## src/rtl/mc_pkg.sv

```systemverilog
// mc_pkg -- shared definitions for the multicycle controller.
//   * FSM state encoding (3-bit, exposed on the controller's state output)
//   * MIPS opcode constants decoded by the controller
//   * ALU operation select constants driven on aluop
//   * ctrl_t: one bundle holding every datapath strobe and select
package mc_pkg;

  localparam logic [2:0] ST_FETCH  = 3'd0;
  localparam logic [2:0] ST_DECODE = 3'd1;
  localparam logic [2:0] ST_EXEC   = 3'd2;
  localparam logic [2:0] ST_MEM    = 3'd3;
  localparam logic [2:0] ST_WB     = 3'd4;

  localparam logic [5:0] OP_RTYPE = 6'b000000;
  localparam logic [5:0] OP_LW    = 6'b100011;
  localparam logic [5:0] OP_SW    = 6'b101011;
  localparam logic [5:0] OP_BEQ   = 6'b000100;
  localparam logic [5:0] OP_J     = 6'b000010;

  localparam logic [1:0] ALU_ADD   = 2'b00;
  localparam logic [1:0] ALU_SUB   = 2'b01;
  localparam logic [1:0] ALU_FUNCT = 2'b10;

  typedef struct packed {
    logic       pc_wr;
    logic       ir_wr;
    logic       reg_wr;
    logic       mem_read;
    logic       mem_write;
    logic       regdst;
    logic       alusrc;
    logic       memtoreg;
    logic       pcsrc;
    logic       jump;
    logic [1:0] aluop;
  } ctrl_t;

  // Opcodes that take the normal DECODE -> EXEC path.
  function automatic logic is_exec_op(input logic [5:0] op);
    return (op == OP_RTYPE) || (op == OP_LW) || (op == OP_SW) || (op == OP_BEQ);
  endfunction

endpackage

```

## src/rtl/multicycle_ctrl_if.sv

```systemverilog
// multicycle_ctrl_if -- controller <-> datapath signal bundle.
//   Datapath -> controller: opcode (latched instr[31:26]), zero (ALU flag),
//                           mem_ready (memory access complete)
//   Controller -> datapath: pc_wr, ir_wr, reg_wr, mem_read, mem_write,
//                           regdst, alusrc, memtoreg, pcsrc, jump, aluop[1:0]
//
// Memory handshake: mem_read / mem_write act as the request and stay high
// every cycle the controller waits in FETCH or MEM; the access completes on
// the first rising edge where the request is high and mem_ready is 1. The
// controller never raises mem_read and mem_write together, and it may drop
// the request without completion only on a wait timeout.
interface multicycle_ctrl_if;
  logic [5:0] opcode;
  logic       zero;
  logic       mem_ready;
  logic       pc_wr;
  logic       ir_wr;
  logic       reg_wr;
  logic       mem_read;
  logic       mem_write;
  logic       regdst;
  logic       alusrc;
  logic       memtoreg;
  logic       pcsrc;
  logic       jump;
  logic [1:0] aluop;

  modport master (
    input  opcode, zero, mem_ready,
    output pc_wr, ir_wr, reg_wr, mem_read, mem_write,
           regdst, alusrc, memtoreg, pcsrc, jump, aluop
  );

  modport slave (
    output opcode, zero, mem_ready,
    input  pc_wr, ir_wr, reg_wr, mem_read, mem_write,
           regdst, alusrc, memtoreg, pcsrc, jump, aluop
  );
endinterface

```

## src/rtl/mc_wait_cnt.sv

```systemverilog
// mc_wait_cnt -- memory wait counter with timeout compare.
//   clk, rst   : clock, asynchronous active-low reset
//   wait_en    : controller is in a memory-wait state (FETCH or MEM)
//   mem_ready  : memory access complete
//   timeout    : this cycle is the MEM_WAIT_MAX-th consecutive cycle in the
//                wait state with mem_ready low
// The count is 0 on the first cycle of every wait state because it clears
// whenever the controller is not holding (outside a wait state, on a
// completed access, or on timeout).
module mc_wait_cnt #(
  parameter int MEM_WAIT_MAX = 15,
  parameter int CNT_W        = 4
) (
  input  logic clk,
  input  logic rst,
  input  logic wait_en,
  input  logic mem_ready,
  output logic timeout
);

  logic [CNT_W-1:0] cnt_q, cnt_d;

  // cnt_q counts the low cycles already spent, so the current cycle is the
  // MEM_WAIT_MAX-th one when cnt_q == MEM_WAIT_MAX-1. A ready on that same
  // cycle is a normal completion.
  assign timeout = wait_en && !mem_ready && (cnt_q == CNT_W'(MEM_WAIT_MAX - 1));

  always_comb begin
    cnt_d = '0;
    if (wait_en && !mem_ready && !timeout) begin
      cnt_d = cnt_q + 1'b1;
    end
  end

  always_ff @(posedge clk or negedge rst) begin
    if (!rst) begin
      cnt_q <= '0;
    end else begin
      cnt_q <= cnt_d;
    end
  end

endmodule

```

## src/rtl/multicycle_ctrl.sv

```systemverilog
// multicycle_ctrl -- five-state multicycle MIPS control FSM.
//   clk    : clock, rising edge
//   rst    : asynchronous active-low reset
//   bus    : multicycle_ctrl_if.master (opcode/zero/mem_ready in,
//            datapath strobes and selects out)
//   state  : current FSM state (FETCH=0 DECODE=1 EXEC=2 MEM=3 WB=4)
//   err    : one-cycle pulse, high in the first cycle after an illegal
//            opcode in DECODE or a memory-wait timeout
// Optional feature: define MULTICYCLE_JUMP_EN to execute j in DECODE
// (jump=1, pc_wr=1, back to FETCH); otherwise j is an illegal opcode.
//
// Strobes are decodes of the state register, qualified by the inputs the
// state is waiting on (mem_ready in FETCH/MEM, zero in EXEC of beq). All
// strobes are forced low while rst is asserted.
module multicycle_ctrl
  import mc_pkg::*;
#(
  parameter int MEM_WAIT_MAX = 15,
  parameter int CNT_W        = 4
) (
  input  logic                clk,
  input  logic                rst,
  multicycle_ctrl_if.master   bus,
  output logic [2:0]          state,
  output logic                err
);

`ifdef MULTICYCLE_JUMP_EN
  localparam logic JUMP_EN = 1'b1;
`else
  localparam logic JUMP_EN = 1'b0;
`endif

  logic [2:0] state_q, state_d;
  logic       err_q, err_d;
  logic       wait_en;
  logic       timeout;
  logic       is_r, is_lw, is_sw, is_beq, is_j;
  ctrl_t      ctrl;

  assign is_r   = (bus.opcode == OP_RTYPE);
  assign is_lw  = (bus.opcode == OP_LW);
  assign is_sw  = (bus.opcode == OP_SW);
  assign is_beq = (bus.opcode == OP_BEQ);
  assign is_j   = JUMP_EN && (bus.opcode == OP_J);

  assign wait_en = (state_q == ST_FETCH) || (state_q == ST_MEM);

  mc_wait_cnt #(
    .MEM_WAIT_MAX (MEM_WAIT_MAX),
    .CNT_W        (CNT_W)
  ) u_wait_cnt (
    .clk       (clk),
    .rst       (rst),
    .wait_en   (wait_en),
    .mem_ready (bus.mem_ready),
    .timeout   (timeout)
  );

  // Next state and error pulse.
  always_comb begin
    state_d = state_q;
    err_d   = 1'b0;
    case (state_q)
      ST_FETCH: begin
        if (timeout) begin
          state_d = ST_FETCH;   // re-enter FETCH; the counter restarts
          err_d   = 1'b1;
        end else if (bus.mem_ready) begin
          state_d = ST_DECODE;
        end
      end
      ST_DECODE: begin
        if (is_exec_op(bus.opcode)) begin
          state_d = ST_EXEC;
        end else if (is_j) begin
          state_d = ST_FETCH;
        end else begin
          state_d = ST_FETCH;
          err_d   = 1'b1;
        end
      end
      ST_EXEC: begin
        if (is_lw || is_sw) begin
          state_d = ST_MEM;
        end else if (is_r) begin
          state_d = ST_WB;
        end else begin
          state_d = ST_FETCH;   // beq completes here
        end
      end
      ST_MEM: begin
        if (timeout) begin
          state_d = ST_FETCH;
          err_d   = 1'b1;
        end else if (bus.mem_ready) begin
          state_d = is_lw ? ST_WB : ST_FETCH;
        end
      end
      ST_WB: begin
        state_d = ST_FETCH;
      end
      default: begin
        state_d = ST_FETCH;
      end
    endcase
  end

  // Output decode. The timeout cycle drops the pending memory request.
  always_comb begin
    ctrl = '0;
    if (rst) begin
      case (state_q)
        ST_FETCH: begin
          ctrl.mem_read = !timeout;
          ctrl.ir_wr    = bus.mem_ready;
          ctrl.pc_wr    = bus.mem_ready;
        end
        ST_DECODE: begin
          ctrl.jump  = is_j;
          ctrl.pc_wr = is_j;
        end
        ST_EXEC: begin
          if (is_r) begin
            ctrl.aluop = ALU_FUNCT;
          end else if (is_lw || is_sw) begin
            ctrl.aluop  = ALU_ADD;
            ctrl.alusrc = 1'b1;
          end else if (is_beq) begin
            ctrl.aluop = ALU_SUB;
            ctrl.pcsrc = bus.zero;
            ctrl.pc_wr = bus.zero;
          end
        end
        ST_MEM: begin
          ctrl.mem_read  = is_lw && !timeout;
          ctrl.mem_write = is_sw && !timeout;
        end
        ST_WB: begin
          ctrl.reg_wr   = 1'b1;
          ctrl.regdst   = is_r;
          ctrl.memtoreg = is_lw;
        end
        default: begin
          ctrl = '0;
        end
      endcase
    end
  end

  always_ff @(posedge clk or negedge rst) begin
    if (!rst) begin
      state_q <= ST_FETCH;
      err_q   <= 1'b0;
    end else begin
      state_q <= state_d;
      err_q   <= err_d;
    end
  end

  assign bus.pc_wr     = ctrl.pc_wr;
  assign bus.ir_wr     = ctrl.ir_wr;
  assign bus.reg_wr    = ctrl.reg_wr;
  assign bus.mem_read  = ctrl.mem_read;
  assign bus.mem_write = ctrl.mem_write;
  assign bus.regdst    = ctrl.regdst;
  assign bus.alusrc    = ctrl.alusrc;
  assign bus.memtoreg  = ctrl.memtoreg;
  assign bus.pcsrc     = ctrl.pcsrc;
  assign bus.jump      = ctrl.jump;
  assign bus.aluop     = ctrl.aluop;

  assign state = state_q;
  assign err   = err_q;

endmodule

```

## src/flat_wrapper.sv

```systemverilog
// flat-port wrapper written by rule: the top's interface ports become plain ports
module multicycle_ctrl_flat import mc_pkg::*;
#(
  parameter int MEM_WAIT_MAX = 15,
  parameter int CNT_W        = 4
)
  (clk, rst, state, err, bus_opcode, bus_zero, bus_mem_ready, bus_pc_wr, bus_ir_wr, bus_reg_wr, bus_mem_read, bus_mem_write, bus_regdst, bus_alusrc, bus_memtoreg, bus_pcsrc, bus_jump, bus_aluop);
  multicycle_ctrl_if bus_i ();
  input  logic clk;
  input  logic rst;
  output logic [2:0] state;
  output logic err;
  input wire logic [$bits(bus_i.opcode)-1:0] bus_opcode;
  input wire logic [$bits(bus_i.zero)-1:0] bus_zero;
  input wire logic [$bits(bus_i.mem_ready)-1:0] bus_mem_ready;
  output wire logic [$bits(bus_i.pc_wr)-1:0] bus_pc_wr;
  output wire logic [$bits(bus_i.ir_wr)-1:0] bus_ir_wr;
  output wire logic [$bits(bus_i.reg_wr)-1:0] bus_reg_wr;
  output wire logic [$bits(bus_i.mem_read)-1:0] bus_mem_read;
  output wire logic [$bits(bus_i.mem_write)-1:0] bus_mem_write;
  output wire logic [$bits(bus_i.regdst)-1:0] bus_regdst;
  output wire logic [$bits(bus_i.alusrc)-1:0] bus_alusrc;
  output wire logic [$bits(bus_i.memtoreg)-1:0] bus_memtoreg;
  output wire logic [$bits(bus_i.pcsrc)-1:0] bus_pcsrc;
  output wire logic [$bits(bus_i.jump)-1:0] bus_jump;
  output wire logic [$bits(bus_i.aluop)-1:0] bus_aluop;
  assign bus_i.opcode = bus_opcode;
  assign bus_i.zero = bus_zero;
  assign bus_i.mem_ready = bus_mem_ready;
  assign bus_pc_wr = bus_i.pc_wr;
  assign bus_ir_wr = bus_i.ir_wr;
  assign bus_reg_wr = bus_i.reg_wr;
  assign bus_mem_read = bus_i.mem_read;
  assign bus_mem_write = bus_i.mem_write;
  assign bus_regdst = bus_i.regdst;
  assign bus_alusrc = bus_i.alusrc;
  assign bus_memtoreg = bus_i.memtoreg;
  assign bus_pcsrc = bus_i.pcsrc;
  assign bus_jump = bus_i.jump;
  assign bus_aluop = bus_i.aluop;
  multicycle_ctrl #(.MEM_WAIT_MAX(MEM_WAIT_MAX), .CNT_W(CNT_W)) u_core (.clk(clk), .rst(rst), .bus(bus_i), .state(state), .err(err));
endmodule
```

## config.mk

```make
export PLATFORM = sky130hd
export DESIGN_NAME = multicycle_ctrl_flat
export DESIGN_NICKNAME = d
export VERILOG_FILES = /design/src/rtl/mc_pkg.sv /design/src/rtl/multicycle_ctrl_if.sv /design/src/rtl/mc_wait_cnt.sv /design/src/rtl/multicycle_ctrl.sv /design/src/flat_wrapper.sv
export SDC_FILE = /design/constraint.sdc
export NUM_CORES = 1
export LEC_CHECK = 0
export BUFFER_PORTS_ARGS = -buffer_cell sky130_fd_sc_hd__buf_2
export CAP_MARGIN = 20
export CELL_PAD_IN_SITES_DETAIL_PLACEMENT = 2
export CELL_PAD_IN_SITES_GLOBAL_PLACEMENT = 2
export CORE_AREA = 2 2 53 55
export CTS_CLUSTER_DIAMETER = 80
export DETAILED_ROUTE_END_ITERATION = 7
export DIE_AREA = 0 0 55 57
export PLACE_DENSITY = 0.8
export SYNTH_ARGS = -nofsm -noshare
export SYNTH_HDL_FRONTEND = slang
export SYNTH_SLANG_ARGS = --single-unit
export TNS_END_PERCENT = 30
```

## constraint.sdc

```tcl
create_clock -name clk -period 1.7 [get_ports clk]
set_clock_uncertainty 0.05 [all_clocks]
set_input_delay 0.34 -clock clk [delete_from_list [all_inputs] [get_ports clk]]
set_output_delay 0.34 -clock clk [all_outputs]
set_load 0.03 [all_outputs]
```

Word level (Yosys, flattened, before mapping)

Index checks and enable logic that the tools add are counted.

Multiplexer cells: 32
Eq/ne operators: 10
Reductions and logical operators: 16
$add $sub $neg: 1

Operators with widths:

| cell                  | count |
|---|---|
| $mux W3               | 7 |
| $mux W1               | 15 |
| $eq A6 B6 Y1 const B  | 2 |
| $mux W12              | 1 |
| $pmux W3 S4           | 1 |
| $mux W2               | 4 |
| $eq A3 B2 Y1 const B  | 2 |
| $eq A6 B3 Y1 const B  | 1 |
| $logic_not A6 Y1      | 1 |
| $ne A3 B2 Y1 const B  | 2 |
| $pmux W1 S2           | 3 |
| $logic_and A1 B1 Y1   | 5 |
| $logic_or A1 B1 Y1    | 5 |
| $add A4 B1 Y4 const B | 1 |
| $eq A4 B4 Y1 const B  | 1 |
| $mux W4               | 1 |
| $eq A3 B1 Y1 const B  | 1 |
| $eq A3 B3 Y1 const B  | 1 |
| $logic_not A3 Y1      | 1 |
| $logic_not A1 Y1      | 2 |
| $reduce_and A2 Y1     | 1 |
| $reduce_or A2 Y1      | 1 |

Input port bits: 10
Word-level logic and storage cells: 62
Output and inout port bits: 16
Flip-flop bits (word level): 8

Logic depth before layout (Yosys ltp)

Gate-level depths: netlist of run 1.

Depth after elaboration: 8
Depth in mapped cells: 6
Mapped depth without buffers: 6

Hierarchy

A second synthesis of run 1 with hierarchy kept.

Cells, all modules: 76
Area total of the unflattened synthesis: 638.1 µm²

Modules (own cells, without submodules):

| module          | area each (µm²) | sequential area each (µm²) | times used | cells an instance |
|---|---|---|---|---|
| multicycle_ctrl | 451.7           | 100.1                      | 1          | 59 |
| mc_wait_cnt     | 186.4           | 100.1                      | 1          | 17 |

Least setup slack after synthesis of run 1

Ideal clock, no wire load.

Path kind: reg2out
From: reg u_core.state_q[0], in the netlist u_core.state[0]
To: out bus_memtoreg
Slack: -0.373 ns
Arrival time: 1.683 ns
Stages on the path, launching flop included: 5
Path buffers: 1
Data required time: 1.310 ns
Path through: dfrtp_1 buf_4 nor2_1 nand3_1 nor3_1

Cells in the longest elaborated chain, start to end: 3

RTL lines:

| what                     | RTL line               | RTL |
|---|---|---|
| start: declaration       | multicycle_ctrl.sv:34  | `logic [2:0] state_q, state_d;` |
| start signal: assignment | multicycle_ctrl.sv:156 | `state_q <= state_d;` |
| $eq A3 B3 Y1             | multicycle_ctrl.sv:113 | `case (state_q)` |
| $mux W1                  | multicycle_ctrl.sv:113 |  |
| $mux W12                 | multicycle_ctrl.sv:112 | `if (rst) begin` |
| end: declaration         | flat_wrapper.sv:23     | `output wire logic [$bits(bus_i.memtoreg)-1:0] bus_memtoreg;` |

Every way passes these cells.

Worst setup path in the final report of run 1

From: reg u_core.u_wait_cnt.cnt_q[0]
To: out bus_mem_read

Cells in the longest elaborated chain, start to end: 6

RTL lines:

| what                     | RTL line                                       | RTL |
|---|---|---|
| start: declaration       | mc_wait_cnt.sv:21                              | `logic [CNT_W-1:0] cnt_q, cnt_d;` |
| start signal: assignment | mc_wait_cnt.sv:39                              | `cnt_q <= cnt_d;` |
| $eq A4 B4 Y1 (*)         | mc_wait_cnt.sv:26                              | `assign timeout = wait_en && !mem_ready && (cnt_q == CNT_W'(MEM_WAIT_MAX - 1));` |
| $logic_and A1 B1 Y1 (*)  | mc_wait_cnt.sv:26                              |  |
| $logic_not A1 Y1 (*)     | multicycle_ctrl.sv:115, multicycle_ctrl.sv:136 |  |
| $logic_and A1 B1 Y1      | multicycle_ctrl.sv:136                         | `ctrl.mem_read = is_lw && !timeout;` |
| $pmux W1 S2 (*)          | multicycle_ctrl.sv:113                         |  |
| $mux W12 (*)             | multicycle_ctrl.sv:112                         |  |
| end: declaration         | flat_wrapper.sv:19                             | `output wire logic [$bits(bus_i.mem_read)-1:0] bus_mem_read;` |

Every way passes the cells marked *; elsewhere a longest branch is shown, timed or not.

==> out/qor.txt, run 1 <==
Hold slack final -> 0.460 ns
# DRC -> 0
Slew Limit Fails -> 0
All-Layer GR Usage -> 15.8%
Initial Utilization -> 22.1%
DP HPWL -> 1730 um
Maximum VDD drop -> 0.295 mV
Setup TNS -> -0.636 ns
Register area -> 203 um2
Top cell type's share of synthesized area -> 34.6%
Reg clk slew, reported paths -> 0.05 ns
CTS tree -> yes
Most common cell in the netlist -> nor2_1
Mapped cell area -> 578 um2
Synth top area cells -> dfrtp_1 35%, nor2_1 7.1%, ha_1 4.3%
Worst-path cell chain -> inv_1, ha_2, nand3_2, o21ai_2, buf_4, nor2_1, buf_2
Unrepaired setup endpoints after global routing -> true
EDFF count, synth -> 0
Max stage delay cell, worst path -> dfrtp_1
Yosys reg bits -> 8
Routed via count -> 723
CTS Sinks -> 8
Skew-Pair Late Insertion Delay -> 0.25 ns
Cts bufs inserted -> 3
Leak pwr -> 0.490 nW
Post-synth ARST share -> 100%
Worst min path class -> in2reg
Ys Warns -> 0
Post-synthesis sequential area ratio -> 34.6%
Iteration-0 DRC Markers -> 4
Mapped Avg Cell Area -> 8.26 um2
Final Cycle Share -> 111%
Status -> finished, violations left
Max-cap violations -> 0
Final #Nets -> 134
Max stage delay on crit path -> 0.38 ns
Sw Pwr -> 162 uW
Number of diodes -> 0
Post-Synthesis Cells -> 70
Design Area, Final -> 1040 um2
Multi-input gate area -> 408 um2
Pwr dens -> 501 nW/um2
Layout cells sized above 1 -> 62.5%
Layout area overhead -> 79.9%
Rows -> 19
First-pass GRT wire length -> 3630 um
Setup WS pre-CTS -> -0.115 ns
DIE HEIGHT -> 57 um
Clk pwr share -> 27.8%
Library cells used by synthesis -> 31
Achievable Freq -> 529 MHz
Fin. Hold Viols -> 0
Worst-path fanout max -> 2
Final setup fails -> 5
Antenna violations before repair -> 0
Critical path type -> reg2out
Worst setup EP type -> output port
Worst endpoint data arrival time -> 1.50 ns
Startpoint types -> flop
Die width -> 55 um
Post-synthesis cell type with the largest combined area -> dfrtp_1
Register share of total power -> 40.3%
Failing checks -> setup timing
Root buffer cell -> clkbuf_4
Routed len/inst -> 15.4 um
Routed Wire Length -> 2330 um
Logic pwr share -> 31.9%
Min cycle time layout -> 1.89 ns
Delay-heaviest family, CP -> flip-flops
Grt ovf -> 0
Syn Nets -> 82
Filler Cells Inserted -> 316
Largest net degree at the start of global routing -> 9
Vias in the first global route -> 767
Via/cell ratio -> 4.79
I/O Pins -> 26
IO buf count -> 24
H-tree Lvls -> 1
GPL Wtd Cong -> 0.768
Dpl cell area -> 871 um2
Critical path buffer and inverter count -> 3
Switching share of power -> 31.2%
Post-synth top cells -> 11 x nor2_1, 8 x dfrtp_1, 5 x nor3_1
Ys flop type -> dfrtp_1
Int Pwr -> 358 uW
Worst-case clock buffer depth -> 2
Antenna Nets Post-Route -> 0
Pre-antenna DRT Iters -> 3
Setup WS post-layout -> -0.189 ns
Die area -> 3140 um2
Worst Path Required -> 1.31 ns
Core Area -> 2620 um2
[cell families (layout without fill, tap and decap cells)]
kind of cell    Yosys count  after routing  share of synthesized area [%]
simple gates             38             38                           36.8
compound gates           12             12                           13.9
flops                     8              8                           34.6
buf+inv                   7             57                           6.71
fa+ha+maj                 2              2                           4.33
xor+xnor                  2              2                           3.03
other cells               1              1                          0.649
[cell usage in the layout (no fill, tap or decap), types with 2 or more instances in the layout]
cell	synthesis	routed
inv_1	4	4
dfrtp_1	8	6
nand3_1	4	2
nand2_2	2	2
nor3_2	0	5
a21oi_1	4	4
o21ai_0	3	2
buf_4	2	29
dfrtp_2	0	2
nand3_2	0	2
buf_6	0	3
and3_4	0	2
buf_2	0	15
clkbuf_4	0	4
nor2_1	11	9
nand2_1	4	4
[worst register-to-register path, cell delays in order (launching register included)]
cell	delay, ns
dfrtp_1	0.38
inv_1	0.07
ha_2	0.18
nand3_2	0.10
buf_4	0.15
buf_4	0.13
buf_4	0.12
nor2_1	0.07
o21ai_0	0.10
a21oi_1	0.16
[timing repair]
action,4_1_cts,5_1_grt
hold buffers,1,0
endpoints found under the hold margin,8,0
setup buffers,6,1
resized for setup,18,12
pin swaps,3,6
endpoints found under the setup margin,11,11
[stage by stage]
step / utilization (%) / total power [mW] / cells
floorplan: - / 0.279 / 70
global placement: 33.3 / 0.342 / 140
detailed placement: 33.3 / 0.349 / 140
CTS: 38.4 / 0.524 / 150
global route: 39.8 / 0.551 / 151
finish: 39.8 / 0.520 / 151
[per-layer routing]
layer | vias to the layer above | share of wire [%] | track usage (%) | wire length [um]
met2 | 16 | 56 | 28.6 | 1310
met5 | - | 0 | 0 | 0
li1 | 345 | - | - | -
met3 | 2 | 4.1 | 2.36 | 95
met4 | 0 | 0.52 | 4.18 | 12
met1 | 360 | 39 | 18.9 | 913
[flip-flops by register name, indices dropped and copies added, names as in the netlist]
| name | count |
|---|---|
| u_core.err | 1 |
| u_core.u_wait_cnt.cnt_q | 4 |
| u_core.state | 3 |
[final timing paths]
kind | slack [ns] | start | cells after the start | end
worst min register to register | 0.51 | u_core.u_wait_cnt.cnt_q[1]$_DFF_PN0_ | 2 | u_core.u_wait_cnt.cnt_q[1]$_DFF_PN0_
worst max register to register | 0.12 | u_core.u_wait_cnt.cnt_q[0]$_DFF_PN0_ | 9 | u_core.err$_DFF_PN0_
worst min-delay path | 0.46 | bus_mem_ready | 4 | u_core.err$_DFF_PN0_
max in group asynchronous | 0.69 | rst | 3 | u_core.state[1]$_DFFE_PN0P_
worst max-delay path | -0.19 | u_core.u_wait_cnt.cnt_q[0]$_DFF_PN0_ | 7 | bus_mem_read
min in group asynchronous | 0.62 | rst | 3 | u_core.u_wait_cnt.cnt_q[3]$_DFF_PN0_
[power groups by stage]
stage	Combinational, mW	Clock, mW	Sequential (mW)
3_3_place_gp	0.130	0	0.212
3_5_place_dp	0.137	0	0.212
6_report	0.166	0.144	0.210
2_1_floorplan	0.0606	0	0.219
4_1_cts	0.163	0.153	0.209
5_1_grt	0.182	0.158	0.211
[cell type report]
class	instances	share of cell area, %
Sequential cell	8	19.5
Multi-Input combinational cell	55	39.2
Inverter	5	2.29
Clock buffer	3	2.17
Tap cell	31	3.73
Timing Repair Buffer	49	33.1
Note: power is estimated with default switching activity, not from simulation.
==> run 2, diff against run 1 <==
==> constraint.sdc (replaced) <==
create_clock -name clk -period 1.9 [get_ports clk]
set_clock_uncertainty 0.05 [all_clocks]
set_input_delay 0.38 -clock clk [delete_from_list [all_inputs] [get_ports clk]]
set_output_delay 0.38 -clock clk [all_outputs]
set_load 0.03 [all_outputs]
==> out/qor.txt, run 2 (synthesis results as in run 1) <==
Critical path type -> reg2out
Filler Cells Inserted -> 300
Grt ovf -> 0
Failing checks -> setup timing
Worst Path Required -> 1.47 ns
Unrepaired setup endpoints after global routing -> true
Most crowded layer after global routing -> met2
Core Area -> 2620 um2
H-tree Lvls -> 1
Setup WS post-layout -> -0.0217 ns
Achievable Freq -> 520 MHz
Slew Limit Fails -> 0
Initial Utilization -> 22.1%
Startpoint types -> flop
Most common cell after layout, fill and taps aside -> buf_4
Final setup fails -> 1
Worst reg2reg setup slack -> 0.50 ns
All-Layer GR Usage -> 15.2%
Pwr dens -> 489 nW/um2
R2R depth -> 5
CTS tree -> yes
Routed len/inst -> 15.9 um
Routed via count -> 687
Cts bufs inserted -> 3
Die width -> 55 um
Layout cells sized above 1 -> 55.4%
Worst Hold Path Cells -> 4
DP HPWL -> 1590 um
Root buffer cell -> clkbuf_4
Met1 Usage GRT -> 19.3%
Max reg flops -> 4
Pre-antenna DRT Iters -> 4
Maximum VDD drop -> 0.377 mV
Fin. Hold Viols -> 0
GPL Wtd Cong -> 0.765
Most frequent cells in the layout -> 20 x buf_4, 19 x buf_2, 9 x nor2_1
Number of diodes -> 0
I/O Pins -> 26
Die area -> 3140 um2
Max-cap violations -> 0
Status -> finished, violations left
Final #Nets -> 126
Min cycle time layout -> 1.92 ns
Design Area, Final -> 940 um2
Largest Register -> u_core.u_wait_cnt.cnt_q
CTS Sinks -> 8
Worst-case clock buffer depth -> 2
Antenna violations before repair -> 0
Iteration-0 DRC Markers -> 13
Worst endpoint data arrival time -> 1.49 ns
Worst min path class -> in2reg
Routed Wire Length -> 2270 um
Vias in the first global route -> 737
Leak pwr -> 0.455 nW
Dpl cell area -> 752 um2
Final Cycle Share -> 101%
Min-Delay Endpoint -> u_core.err$_DFF_PN0_
Worst-path fanout max -> 3
IO buf count -> 24
Via/cell ratio -> 4.80
R2R Path End -> u_core.state[0]$_DFFE_PN0P_
Layout area overhead -> 62.6%
Rows -> 19
DIE HEIGHT -> 57 um
M3 GR Usage -> 2.36%
Antenna Nets Post-Route -> 0
Reg2Reg Launch Point -> u_core.u_wait_cnt.cnt_q[0]$_DFF_PN0_
# DRC -> 0
Setup TNS -> -0.0217 ns
GR Util met2 -> 25.7%
Skew-Pair Late Insertion Delay -> 0.26 ns
Largest net degree at the start of global routing -> 9
First-pass GRT wire length -> 3450 um
Worst setup EP type -> output port
Reg clk slew, reported paths -> 0.06 ns
Worst hold start -> bus_mem_ready
## run 2: cell types whose count changed in the layout (fill, tap and decap cells not counted)
| cell | delta |
|---|---|
| clkbuf_4 | -1 |
| buf_4 | -9 |
| buf_2 | +4 |
| and3_1 | +1 |
| and3_4 | -1 |
| nor3_2 | -2 |
| buf_6 | -2 |
| nor3_1 | +2 |
| ha_1 | +1 |
| nand3_1 | +1 |
| nand3_2 | -1 |
| ha_2 | -1 |
## run 2: worst max-delay path by stage
| stage | startpoint | endpoint | slack [ns] | cells after the start |
|---|---|---|---|---|
| final | u_core.state[2]$_DFFE_PN0P_ | bus_pc_wr | -0.02 | 5 |
| after global routing | u_core.state[2]$_DFFE_PN0P_ | bus_pc_wr | -0.1 | 5 |
| after CTS | u_core.state[1]$_DFFE_PN0P_ | bus_regdst | -0.004 | 4 |
| after detailed placement | bus_opcode[0] | bus_pc_wr | -0.006 | 6 |
| after global placement | bus_opcode[0] | bus_pc_wr | 0.08 | 6 |
| after floorplan | u_core.state[0]$_DFFE_PN0P_ | bus_memtoreg | -0.21 | 4 |
## run 2: stage by stage
stage / total power [mW] / utilization (%) / worst slack, ns / cells / hold slack (ns)
after global routing: 0.492 / 35.9 / -0.0961 / 143 / 0.496
after detailed placement: 0.292 / 28.8 / -0.00617 / 127 / 0.256
after global placement: 0.287 / 28.8 / 0.0760 / 127 / 0.251
final: 0.459 / 35.9 / -0.0217 / 143 / 0.462
after floorplan: 0.249 / - / -0.213 / 70 / 0.0344
after CTS: 0.448 / 32.2 / -0.00363 / 136 / 0.451
## run 2: power by group
| part | leakage, nW | switching [mW] | internal, mW |
|---|---|---|---|
| logic | 0.337 | 0.0760 | 0.0601 |
| registers | 0.104 | 0.00792 | 0.179 |
| clock network | 0.0138 | 0.0635 | 0.0727 |
## run 2: routing by layer
layer  routed length (um)  vias up
met5                    0        -
li1                     -      331
met1                  978      341
met2                 1220       13
met4                   15        0
met3                   53        2
## run 2: area by class of cell
| cell class | instances | area [um2] | share of cell area, % |
|---|---|---|---|
| Inverter | 5 | 23.8 | 2.53 |
| Timing Repair Buffer | 41 | 267 | 28.4 |
| Clock buffer | 3 | 22.5 | 2.40 |
| Tap cell | 31 | 38.8 | 4.13 |
| Sequential cell | 8 | 203 | 21.6 |
| Multi-Input combinational cell | 55 | 385 | 41.0 |
## run 2: critical path, cell delays in order, from the launching register on
cell and delay [ns]:
dfrtp_1 0.41, nor2b_4 0.17, and3_4 0.21, and4_4 0.21, or2_1 0.11, buf_6 0.13
## run 2: repair_timing
action / 4_1_cts / 5_1_grt
setup endpoints to repair: 7 / 9
pin swaps: 1 / 4
buffers inserted: 5 / 7
gates resized for setup: 9 / 11
endpoints found under the hold margin: 8 / 0
hold buffers: 1 / 0
